===== config.mk =====
export PLATFORM = sky130hd
export DESIGN_NAME = clk_period_monitor
export DESIGN_NICKNAME = d
export VERILOG_FILES = /design/src/rtl/clk_period_monitor.sv
export SDC_FILE = /design/constraint.sdc
export NUM_CORES = 1
export LEC_CHECK = 0
export ABC_AREA = 1
export CORE_AREA = 2 2 71 73
export CTS_CLUSTER_SIZE = 20
export DETAILED_ROUTE_END_ITERATION = 16
export DIE_AREA = 0 0 73 75
export PLACE_DENSITY = 0.87
export SLEW_MARGIN = 20
export SYNTH_ARGS = -nofsm -noshare
export SYNTH_HDL_FRONTEND = slang
export SYNTH_SLANG_ARGS = --single-unit

===== constraint.sdc =====
create_clock -name clk -period 1.7 [get_ports clk]
set_input_delay 0.425 -clock clk [delete_from_list [all_inputs] [get_ports clk]]
set_output_delay 0.425 -clock clk [all_outputs]
set_load 0.05 [all_outputs]

===== src/rtl/clk_period_monitor.sv =====
// Measures the period of a hub-generated clock in fundamental-clock cycles,
// flags out-of-tolerance periods and a stalled input.
module clk_period_monitor #(
  parameter int unsigned CNT_WIDTH  = 16,
  parameter int unsigned EXP_PERIOD = 10,
  parameter int unsigned TOLERANCE  = 0,
  parameter int unsigned TIMEOUT    = 1024,
  parameter int unsigned ERR_WIDTH  = 8
) (
  input  logic                 clk,
  input  logic                 reset,
  input  logic                 enable,
  input  logic                 meas_in,
  output logic [CNT_WIDTH-1:0] period,
  output logic                 period_valid,
  output logic                 period_ok,
  output logic                 freq_err,
  output logic                 stuck,
  output logic [ERR_WIDTH-1:0] err_count
);

  localparam logic [1:0] S_IDLE    = 2'd0;
  localparam logic [1:0] S_ARM     = 2'd1;
  localparam logic [1:0] S_MEASURE = 2'd2;

  // Lower bound saturates at zero when the tolerance exceeds the expected period
  localparam int unsigned LO_BOUND = (TOLERANCE > EXP_PERIOD) ? 0 : (EXP_PERIOD - TOLERANCE);
  localparam int unsigned HI_BOUND = EXP_PERIOD + TOLERANCE;
  localparam logic [CNT_WIDTH-1:0] TIMEOUT_CNT = CNT_WIDTH'(TIMEOUT);

  logic                 s1, s2, s3;
  logic [1:0]           state, state_nxt;
  logic [CNT_WIDTH-1:0] cnt, cnt_nxt;
  logic [CNT_WIDTH-1:0] period_nxt;
  logic                 valid_nxt, ok_nxt, ferr_nxt, stuck_nxt;
  logic [ERR_WIDTH-1:0] ecnt_nxt;
  logic                 rise;
  logic                 in_range;
  logic                 timeout_hit;
  logic [31:0]          cnt_ext;

  assign rise        = s2 & ~s3;
  assign cnt_ext     = 32'(cnt);
  assign in_range    = (cnt_ext >= LO_BOUND) && (cnt_ext <= HI_BOUND);
  assign timeout_hit = (cnt == TIMEOUT_CNT);

  // Synchroniser, state and registered outputs
  always_ff @(posedge clk) begin
    if (reset) begin
      s1           <= 1'b0;
      s2           <= 1'b0;
      s3           <= 1'b0;
      state        <= S_IDLE;
      cnt          <= '0;
      period       <= '0;
      period_valid <= 1'b0;
      period_ok    <= 1'b0;
      freq_err     <= 1'b0;
      stuck        <= 1'b0;
      err_count    <= '0;
    end else begin
      s1           <= meas_in;
      s2           <= s1;
      s3           <= s2;
      state        <= state_nxt;
      cnt          <= cnt_nxt;
      period       <= period_nxt;
      period_valid <= valid_nxt;
      period_ok    <= ok_nxt;
      freq_err     <= ferr_nxt;
      stuck        <= stuck_nxt;
      err_count    <= ecnt_nxt;
    end
  end

  // Next-state and next-output logic
  always_comb begin
    state_nxt  = state;
    cnt_nxt    = cnt;
    period_nxt = period;
    valid_nxt  = 1'b0;
    ok_nxt     = period_ok;
    ferr_nxt   = freq_err;
    stuck_nxt  = stuck;
    ecnt_nxt   = err_count;

    if (!enable) begin
      state_nxt  = S_IDLE;
      cnt_nxt    = '0;
      period_nxt = '0;
      ok_nxt     = 1'b0;
      ferr_nxt   = 1'b0;
      stuck_nxt  = 1'b0;
      ecnt_nxt   = '0;
    end else begin
      case (state)
        S_IDLE: begin
          state_nxt  = S_ARM;
          cnt_nxt    = '0;
          period_nxt = '0;
          ok_nxt     = 1'b0;
          ferr_nxt   = 1'b0;
          stuck_nxt  = 1'b0;
          ecnt_nxt   = '0;
        end
        S_ARM: begin
          // First edge only provides the reference; a rise beats a coincident timeout
          if (rise) begin
            state_nxt = S_MEASURE;
            cnt_nxt   = CNT_WIDTH'(1);
            stuck_nxt = 1'b0;
          end else if (timeout_hit) begin
            stuck_nxt = 1'b1;
            cnt_nxt   = '0;
          end else begin
            cnt_nxt = cnt + CNT_WIDTH'(1);
          end
        end
        S_MEASURE: begin
          if (rise) begin
            cnt_nxt    = CNT_WIDTH'(1);
            period_nxt = cnt;
            valid_nxt  = 1'b1;
            ok_nxt     = in_range;
            if (!in_range) begin
              ferr_nxt = 1'b1;
              if (!(&err_count)) begin
                ecnt_nxt = err_count + ERR_WIDTH'(1);
              end
            end
          end else if (timeout_hit) begin
            state_nxt = S_ARM;
            stuck_nxt = 1'b1;
            cnt_nxt   = '0;
          end else begin
            cnt_nxt = cnt + CNT_WIDTH'(1);
          end
        end
        default: begin
          state_nxt = S_IDLE;
          cnt_nxt   = '0;
        end
      endcase
    end
  end

endmodule


Word-level counts from Yosys, hierarchy flattened
Cells that the tools add are included.

operators by class
  add/subtract/negate cells = 2
  $lt $le $gt $ge = 2
  eq/ne operators = 9
  muxes and demuxes = 22
  bitwise operators = 5
  reductions and logical operators = 15

operator list
  operator                                                                           count
  16-bit one-hot mux with 2 select lines                                             1
  8-bit 2-to-1 mux                                                                   3
  16-bit by 1-bit adder with 16-bit output, second input constant                    1
  16-bit by 11-bit equality test with 1-bit output, second input constant            1
  16-bit by 4-bit >= comparator with 1-bit output, second input constant             1
  16-bit by 4-bit less-or-equal comparator with 1-bit output, second input constant  1
  16-bit 2-to-1 mux                                                                  1
  8-bit one-hot mux with 2 select lines                                              1
  2-bit inequality test, second input constant                                       6
  1-bit 2-to-1 mux                                                                   9
  8-bit by 1-bit adder with 8-bit output, second input constant                      1
  8-bit AND reduction                                                                1
  2-bit 2-to-1 mux                                                                   3
  2-bit one-hot mux with 3 select lines                                              1
  3-bit AND reduction                                                                2
  3-bit OR reduction                                                                 2
  5-bit OR reduction                                                                 1
  1-bit NOT                                                                          4
  1-bit one-hot mux with 2 select lines                                              2
  2-bit AND reduction                                                                2
  4-bit AND reduction                                                                1
  2-bit OR reduction                                                                 2
  1-bit one-hot mux with 3 select lines                                              1
  3-bit nonzero test                                                                 1
  6 further kinds                                                                    6

word-level totals
  bits in registers = 49
  output and inout port bits = 28

Longest topological paths before layout
Gate-level depths: netlist of run 1.

  depth after elaboration = 5
  mapped depth = 12
  depth with buffers taken out = 11

Worst setup path before layout of run 1
OpenSTA, ideal clock, no wires.

  path type = register to register
  start = register err_count[1]
  end = register err_count[5]
  data arrival time = 1649 ps
  required time = 1586 ps
  slack = -63 ps
  stages on the path, launching flop included = 9
  buffers on the path = 0
  cells stage by stage = dfxtp_1 ha_1 nand2_1 nor2_2 nand4_4 nand3_4 nor2_1 nor2_1 nor2_1

on the way
  longest elaborated chain between the ends = 5
  elaborated cells between the ends (all ways) = 8
  classes of those cells = 1 x add/sub; 1 x eq/ne; 4 x mux; 2 x reduce/logical

RTL lines
  what                                    line  text
  start, declared                         19    output logic [ERR_WIDTH-1:0] err_count
  start signal, assigned                  72    err_count <= ecnt_nxt;
  8-bit by 1-bit adder with 8-bit output  128   ecnt_nxt = err_count + ERR_WIDTH'(1);
  8-bit 2-to-1 mux                        127   if (!(&err_count)) begin
  8-bit 2-to-1 mux                        125   if (!in_range) begin
  8-bit 2-to-1 mux                        120   if (rise) begin
  8-bit one-hot mux with 2 select lines   96    case (state)

Several ways; a longest one is shown, not always the timed one. The select of a mux whose other input is x is not followed.
A chain may end at the register's enable or synchronous reset.

Final worst setup path of run 1
  start = register state[0]
  end = register err_count[7]

on the way
  longest elaborated chain between the ends = 3
  elaborated cells between the ends (all ways) = 8
  classes of those cells = 4 x eq/ne; 1 x mux; 3 x reduce/logical

RTL lines
  what                                                                                 line  text
  start, declared                                                                      32    logic [1:0] state, state_nxt;
  start signal, assigned                                                               65    state <= state_nxt;
  2-bit equality test / 2-bit logical NOT (equally long branches)                      96
  2-bit inequality test (no source line) / 2-bit nonzero test (equally long branches)  -
  4-bit AND reduction (no source line)                                                 -

Several ways; a longest one is shown, not always the timed one.

==> results.cfg, run 1 <==
[placement]
dp_hpwl_um = 3880
io_buffer_count = 31
dp_slack_ns = -0.0532
dp_cells = 409
place_congestion = 0.886

[die]
core_area_mm2 = 0.00466
die_x_um = 73
io_pins = 32
fp.dieH_um = 75
rows = 25
die_area_mm2 = 0.00548
start_util_pct = 51.9

[clocking]
postCtsResizedCells = 0
clockBufferDepth = 2
cts_tree = built
htreeDepth = 2
cts-hold-fix-buffers = 0
root_buffer = clkbuf_8
worstSkewPairLatency_ns = 0.31
clk_pin_slew_ns = 0.09
cts_buffers = 5
cts_num_sinks = 49
post-cts-setup-buffers = 0

[critical_path]
worstSetupPathType = reg2reg
cpMaxStageDelayCell = dfxtp_1
cp_max_fo = 8
crit_chain = inv_1 -> ha_1 -> buf_4 -> nand2_1 -> inv_1 -> nand4_4 -> nand3_4 -> nor2_1 -> nor2_1 -> nor2_1
critPathArrivalTime_ns = 1.78
critPathLaunchType = flip-flop
crit_top_cell = nor2_1
r2r-end = err_count[7]$_SDFFE_PP0P_
crit_buf_inv = 3
max_stage_delay_ns = 0.32
r2r_start = state[0]$_SDFFE_PP0P_
critPathTopFamily = simple AND/OR/NAND/NOR gates
rr_worst_depth = 10
end_kind = flip-flop
required_ns = 1.91
reg2reg_slack_ns = 0.13

[final_layout]
finalNonFillerCells = 417
drive_gt1_share_pct = 22.0
final_nets = 376
n_antenna_cell = 0
final_util_pct = 63.6
fillers = 374
syn_to_final_growth_pct = 22.4

[pwr]
p_per_area_mw_per_mm2 = 794
p_leak_nw = 1.17
total_power_mw = 2.35
peakVddDrop_uv = 362

[global_routing]
grtUsageMet1_pct = 25.3
grt-busiest-layer = met2
grt_usage_pct = 20.5
grt_first_pass_wirelength_um = 8760
antenna_found_initial = 0
grt_max_degree = 21
overflow = 0
grtUsageMet3_pct = 3.35
first_global_vias = 1976
use_met2_pct = 35.6

[sta]
fin_crit_ns = 1.57
rsz0062_at_grt = no
setup_ws_ns = 0.130
fin_skew_ns = 0.00906
timing.hold.ws_ns = 0.412
report.final.slew_viol_count = 0
maxSlewHeadroom_pct = 68.4
worst_pin_slew_ns = 0.471
setup_viol = 0
hold_viol = 0
clock.fmax_mhz = 637
post-route-period-util_pct = 92.4

[synth]
async_reset_ff_share_pct = 0
synth.most_common_cell = nand2_1
synth_flop_cell = dfxtp_1
synth_area_mm2 = 0.00242
synth_top_area_share_pct = 40.5
synth_area_leaders = dfxtp_1, nand2_1, nor2_1
yosysSeqAreaShare_pct = 40.5
avgSynthCellArea_um2 = 7.54
ys_top_cells_by_count = nand2_1, dfxtp_1, nor2_1, inv_1, nand3_1
netlist_instances = 321
synth_edf_count = 0
synth_warnings = 0
synth_top_area_cell = dfxtp_1
synth_seq_cells = 49
synth_nets = 335
yosysUniqueCellTypes = 28

[route]
drc_errors = 0
vias_per_cell = 5.14
wl_per_cell_um = 12.5
ant_nets = 0
first_iter_violations = 143
drt-total-wl_um = 5210
drtPass1Iterations = 4
vias = 2144

[status]
status = finished, final reports clean

[worst_hold_path]
hold_start = s1$_SDFF_PP0_
min_path_type = reg2reg
hold_path_end = s2$_SDFF_PP0_
hold_depth = 2

[run]
drv_cap = 0
-- state kept, by name (all words and copies together) (netlist names), 2 cells and up --
signal,flops
cnt,16
period,16
err_count,8
state,2
-- cell families after synthesis --
family,Yosys count,synth area share [%]
AOI/OAI and AO/OA,44,10.7
xor gates and xnor gates,4,1.45
DFF,49,40.5
adders and majority gates,10,5.17
buffers and inverters,50,9.30
and+or+nand+nor,164,32.8
-- routing by layer --
| layer | vias to the layer above | part of all wire [%] |
|---|---|---|
| met5 | - | 0 |
| li1 | 1113 | - |
| met2 | 48 | 51 |
| met3 | 8 | 3.9 |
| met1 | 975 | 44 |
| met4 | 0 | 1.4 |
-- power by group --
part,total [mW],switching [mW],internal [mW]
combinational,0.201,0.130,0.0706
clock,0.989,0.397,0.592
sequential,1.16,0.00633,1.16
-- layout by cell type (no fill, tap or decap) --
cell type	Yosys	routed
a21oi_1	20	20
buf_12	0	6
buf_4	2	32
bufinv_16	0	2
clkbuf_8	0	5
clkdlybuf4s50_1	0	3
dfxtp_1	49	46
dfxtp_2	0	3
ha_1	10	10
inv_1	38	38
inv_2	4	4
inv_4	1	1
inv_6	0	1
nand2_1	61	61
nand2_2	3	2
nand2_4	0	1
nand2_8	1	1
nand3_1	26	26
nand3_4	1	1
nand4_1	12	12
nand4_2	1	1
nand4_4	1	1
nor2_1	41	41
nor2_2	6	6
nor2_4	3	3
nor3_1	6	6
nor3b_1	2	2
o21ai_0	13	13
o21ai_2	10	10
o21bai_1	1	1
xor2_1	4	4
-- worst max path at each step --
stage / start / endpoint / slack (ns) / cells after the start
finish: state[0]$_SDFFE_PP0P_ / err_count[7]$_SDFFE_PP0P_ / 0.13 / 10
floorplan: err_count[2]$_SDFFE_PP0P_ / err_count[5]$_SDFFE_PP0P_ / 0.10 / 7
CTS: cnt[0]$_SDFF_PP0_ / err_count[0]$_SDFFE_PP0P_ / 0.11 / 12
detailed placement: enable / period[11]$_SDFFE_PP0P_ / -0.05 / 7
global route: state[1]$_SDFFE_PP0P_ / err_count[7]$_SDFFE_PP0P_ / 0.002 / 9
global placement: enable / cnt[13]$_SDFF_PP0_ / 0.02 / 6
-- layout make-up --
class,instances,area [µm²],share of cell area (%)
multi-input cells,222,1220,41.2
flip-flops and latches,49,985,33.2
repair buffers,41,390,13.2
inverters,43,164,5.53
clock buffers,5,68.8,2.32
clock inverters,3,68.8,2.32
well taps,54,67.6,2.28
-- per-stage QoR --
| step | instance area (µm²) | setup TNS (ns) |
|---|---|---|
| after floorplan | 2420 | 0 |
| after CTS | 2960 | 0 |
| after detailed placement | 2820 | -0.110 |
| after global routing | 2960 | 0 |
| final | 2960 | 0 |
| after global placement | 2820 | 0 |
-- worst register-to-register path: stages, from the launching register on --
cell and delay, ns:
dfxtp_1 0.32, inv_1 0.10, ha_1 0.19, buf_4 0.15
nand2_1 0.05, inv_1 0.10, nand4_4 0.19, nand3_4 0.19
nor2_1 0.06, nor2_1 0.09, nor2_1 0.05
Power figures use the tool's default switching activity.
==> inputs of run 2 (changes only) <==
--- a/config.mk
+++ b/config.mk
@@ -5,12 +5,12 @@
 export SDC_FILE = /design/constraint.sdc
 export NUM_CORES = 1
 export LEC_CHECK = 0
-export ABC_AREA = 1
-export CORE_AREA = 2 2 71 73
+export CORE_AREA = 2 2 58 82
 export CTS_CLUSTER_SIZE = 20
 export DETAILED_ROUTE_END_ITERATION = 16
-export DIE_AREA = 0 0 73 75
-export PLACE_DENSITY = 0.87
+export DIE_AREA = 0 0 60 84
+export GPL_ROUTABILITY_DRIVEN = 0
+export PLACE_DENSITY = 0.88
 export SLEW_MARGIN = 20
 export SYNTH_ARGS = -nofsm -noshare
 export SYNTH_HDL_FRONTEND = slang
==> run 2 against run 1 <==
Against the previous run: the flow now finishes with violations (negative setup slack); sequential power about the same; cell count down 7.0%; non-clock buffer count up 55; largest cell class unchanged; highest routed layer unchanged.
==> results.cfg, run 2 <==
[status]
status = finished, violations left
violations = negative setup slack

[synth]
synth_area_mm2 = 0.00221
synth_nets = 247
netlist_instances = 233
yosysUniqueCellTypes = 45
yosysSeqAreaShare_pct = 44.3
synth_mux_area_share_pct = 1.36
async_reset_ff_share_pct = 0
ys_top_cells_by_count = dfxtp_1, nor2_1, a22o_1, nand2_1, xnor2_1
synth_edf_count = 0
avgSynthCellArea_um2 = 9.50
synthAdderAreaFrac_pct = 5.65
synth_flop_cell = dfxtp_1
synth_compound_area_share_pct = 13.1
synth_area_leaders = dfxtp_1, a22o_1, ha_1
synth_seq_cells = 49
synth_xor_area_share_pct = 5.54
synth.most_common_cell = dfxtp_1
yosys.area_share.simple_pct = 25.8
synth_top_area_cell = dfxtp_1
synth_top_area_share_pct = 44.3
synth_warnings = 0
synth_top_family_by_area = simple AND/OR/NAND/NOR gates

[clocking]
clk_pin_slew_ns = 0.11
cts_buffers = 5
clockBufferDepth = 2
htreeDepth = 2
root_buffer = clkbuf_8
cts-hold-fix-buffers = 0
cts_tree = built
cts_num_sinks = 49
worstSkewPairLatency_ns = 0.31

[final_layout]
finalNonFillerCells = 388
syn_to_final_growth_pct = 52.2
seq_area_mm2 = 0.00100
mostFrequentLayoutCells = buf_4, dfxtp_1, nor2_1
n_antenna_cell = 0
multiInputGateArea_mm2 = 0.00128
top_regs = cnt: 16 flops, period: 16 flops, err_count: 8 flops
drive_gt1_share_pct = 43.6
final_nets = 339
final_common_cell = buf_4
final_util_pct = 76.8
fillers = 272

[sta]
rsz0062_at_grt = yes
setup_ws_ns = -0.251
fin_skew_ns = 0.00936
maxSlewHeadroom_pct = 63.4
hold_viol = 0
report.final.slew_viol_count = 0
post-route-period-util_pct = 115
fin_crit_ns = 1.95
setup_viol = 44
clock.fmax_mhz = 513
worst_pin_slew_ns = 0.548

[pwr]
combPwrFrac_pct = 9.6
p_per_area_mw_per_mm2 = 626
peakVddDrop_uv = 655
switching_share_pct = 26.4
pwr-share-clk_pct = 35.7
pwr-share-seq_pct = 54.8
p_leak_nw = 1.34
p_int_mw = 1.55
power.switching_uw = 557
total_power_mw = 2.11

[route]
drt-total-wl_um = 6960
wl_per_cell_um = 17.9
vias_per_cell = 5.77
drtPass1Iterations = 4
vias = 2237
first_iter_violations = 171
ant_nets = 0
drc_errors = 0

[die]
start_util_pct = 50.4
die_area_mm2 = 0.00504
fp.dieH_um = 84
die_x_um = 60
io_pins = 32
core_area_mm2 = 0.00439
rows = 29

[placement]
io_buffer_count = 31
dp_hpwl_um = 4110
dp_cells = 369
dp_slack_ns = -0.208

[critical_path]
r2r-end = state[0]$_SDFFE_PP0P_
cp_max_fo = 3
end_kind = flip-flop
worstSetupPathType = reg2reg
rr_worst_depth = 5
reg2reg_slack_ns = -0.25
r2r_start = cnt[4]$_SDFF_PP0_
critPathArrivalTime_ns = 2.17
required_ns = 1.92
critPathLaunchType = flip-flop

[global_routing]
antenna_found_initial = 0
grt_max_degree = 18
first_global_vias = 2230
overflow = 0
grt_usage_pct = 27.1
grt_first_pass_wirelength_um = 10500

[worst_hold_path]
min_path_type = reg2reg
hold_start = s1$_SDFF_PP0_
hold_path_end = s2$_SDFF_PP0_
hold_depth = 1

[run]
drv_cap = 0
-- run 2: worst max-delay path by stage --
| stage | startpoint | end | slack, ns | cells past startpoint |
|---|---|---|---|---|
| 2_1_floorplan | err_count[3]$_SDFFE_PP0P_ | err_count[5]$_SDFFE_PP0P_ | -0.14 | 4 |
| 3_3_place_gp | state[1]$_SDFFE_PP0P_ | err_count[6]$_SDFFE_PP0P_ | -0.16 | 7 |
| 3_5_place_dp | reset | period[15]$_SDFFE_PP0P_ | -0.21 | 5 |
| 4_1_cts | cnt[4]$_SDFF_PP0_ | state[0]$_SDFFE_PP0P_ | -0.17 | 5 |
| 5_1_grt | state[0]$_SDFFE_PP0P_ | err_count[6]$_SDFFE_PP0P_ | -0.30 | 9 |
| 6_report | cnt[4]$_SDFF_PP0_ | state[0]$_SDFFE_PP0P_ | -0.25 | 5 |
-- run 2: power by group through the flow --
stage	sequential, mW	combinational, mW	clock (mW)
finish	1.16	0.202	0.752
CTS	1.15	0.179	0.735
detailed placement	1.18	0.144	0
floorplan	1.18	0.0819	0
global placement	1.18	0.138	0
global route	1.16	0.215	0.777
-- run 2: logic make-up after synthesis --
family	count (synthesis)
AND/OR/NAND/NOR	101
flip-flops	49
AO/OA/AOI/OAI	36
buffers and inverters	20
XOR/XNOR	14
adder cells (fa/ha/maj)	10
multiplexers	3
-- run 2: worst max-delay path: stages (launching register included) --
cell and delay, ns:
dfxtp_2 0.34, or4_4 0.58, nor4_4 0.33, buf_4 0.17
a21o_1 0.18, mux2i_1 0.28
-- run 2: area by class of cell --
type / count / share of cell area [%]
multi-input combinational: 164 / 37.9
sequential: 49 / 29.7
timing repair buffer: 96 / 26.3
tap: 62 / 2.30
clock buffer: 5 / 2.04
inverter: 9 / 1.00
clock inverter: 3 / 0.742
-- run 2: per-layer routing --
metal	share of wire [%]	track usage (%)	wire, µm	up-vias
met5	0	0	0	-
met4	3.2	15.4	221	0
met3	3.7	3.57	254	19
met2	56	48.5	3910	92
met1	37	28.7	2580	1109
li1	-	-	-	1017
-- run 2: per-stage QoR --
step                hold slack [ns]  TNS, ns  area [µm²]
finish                        0.448    -3.34        3370
global route                  0.479    -5.10        3370
CTS                           0.446    -3.12        3310
detailed placement            0.422    -4.91        3050
global placement              0.430    -3.60        3050
floorplan                     0.414    -1.98        2290
-- run 2: repair_timing --
item	4_1_cts	5_1_grt
pin swaps	10	17
gates cloned	1	0
setup endpoints to repair	45	45
setup buffers	9	4
gates resized for setup	15	19
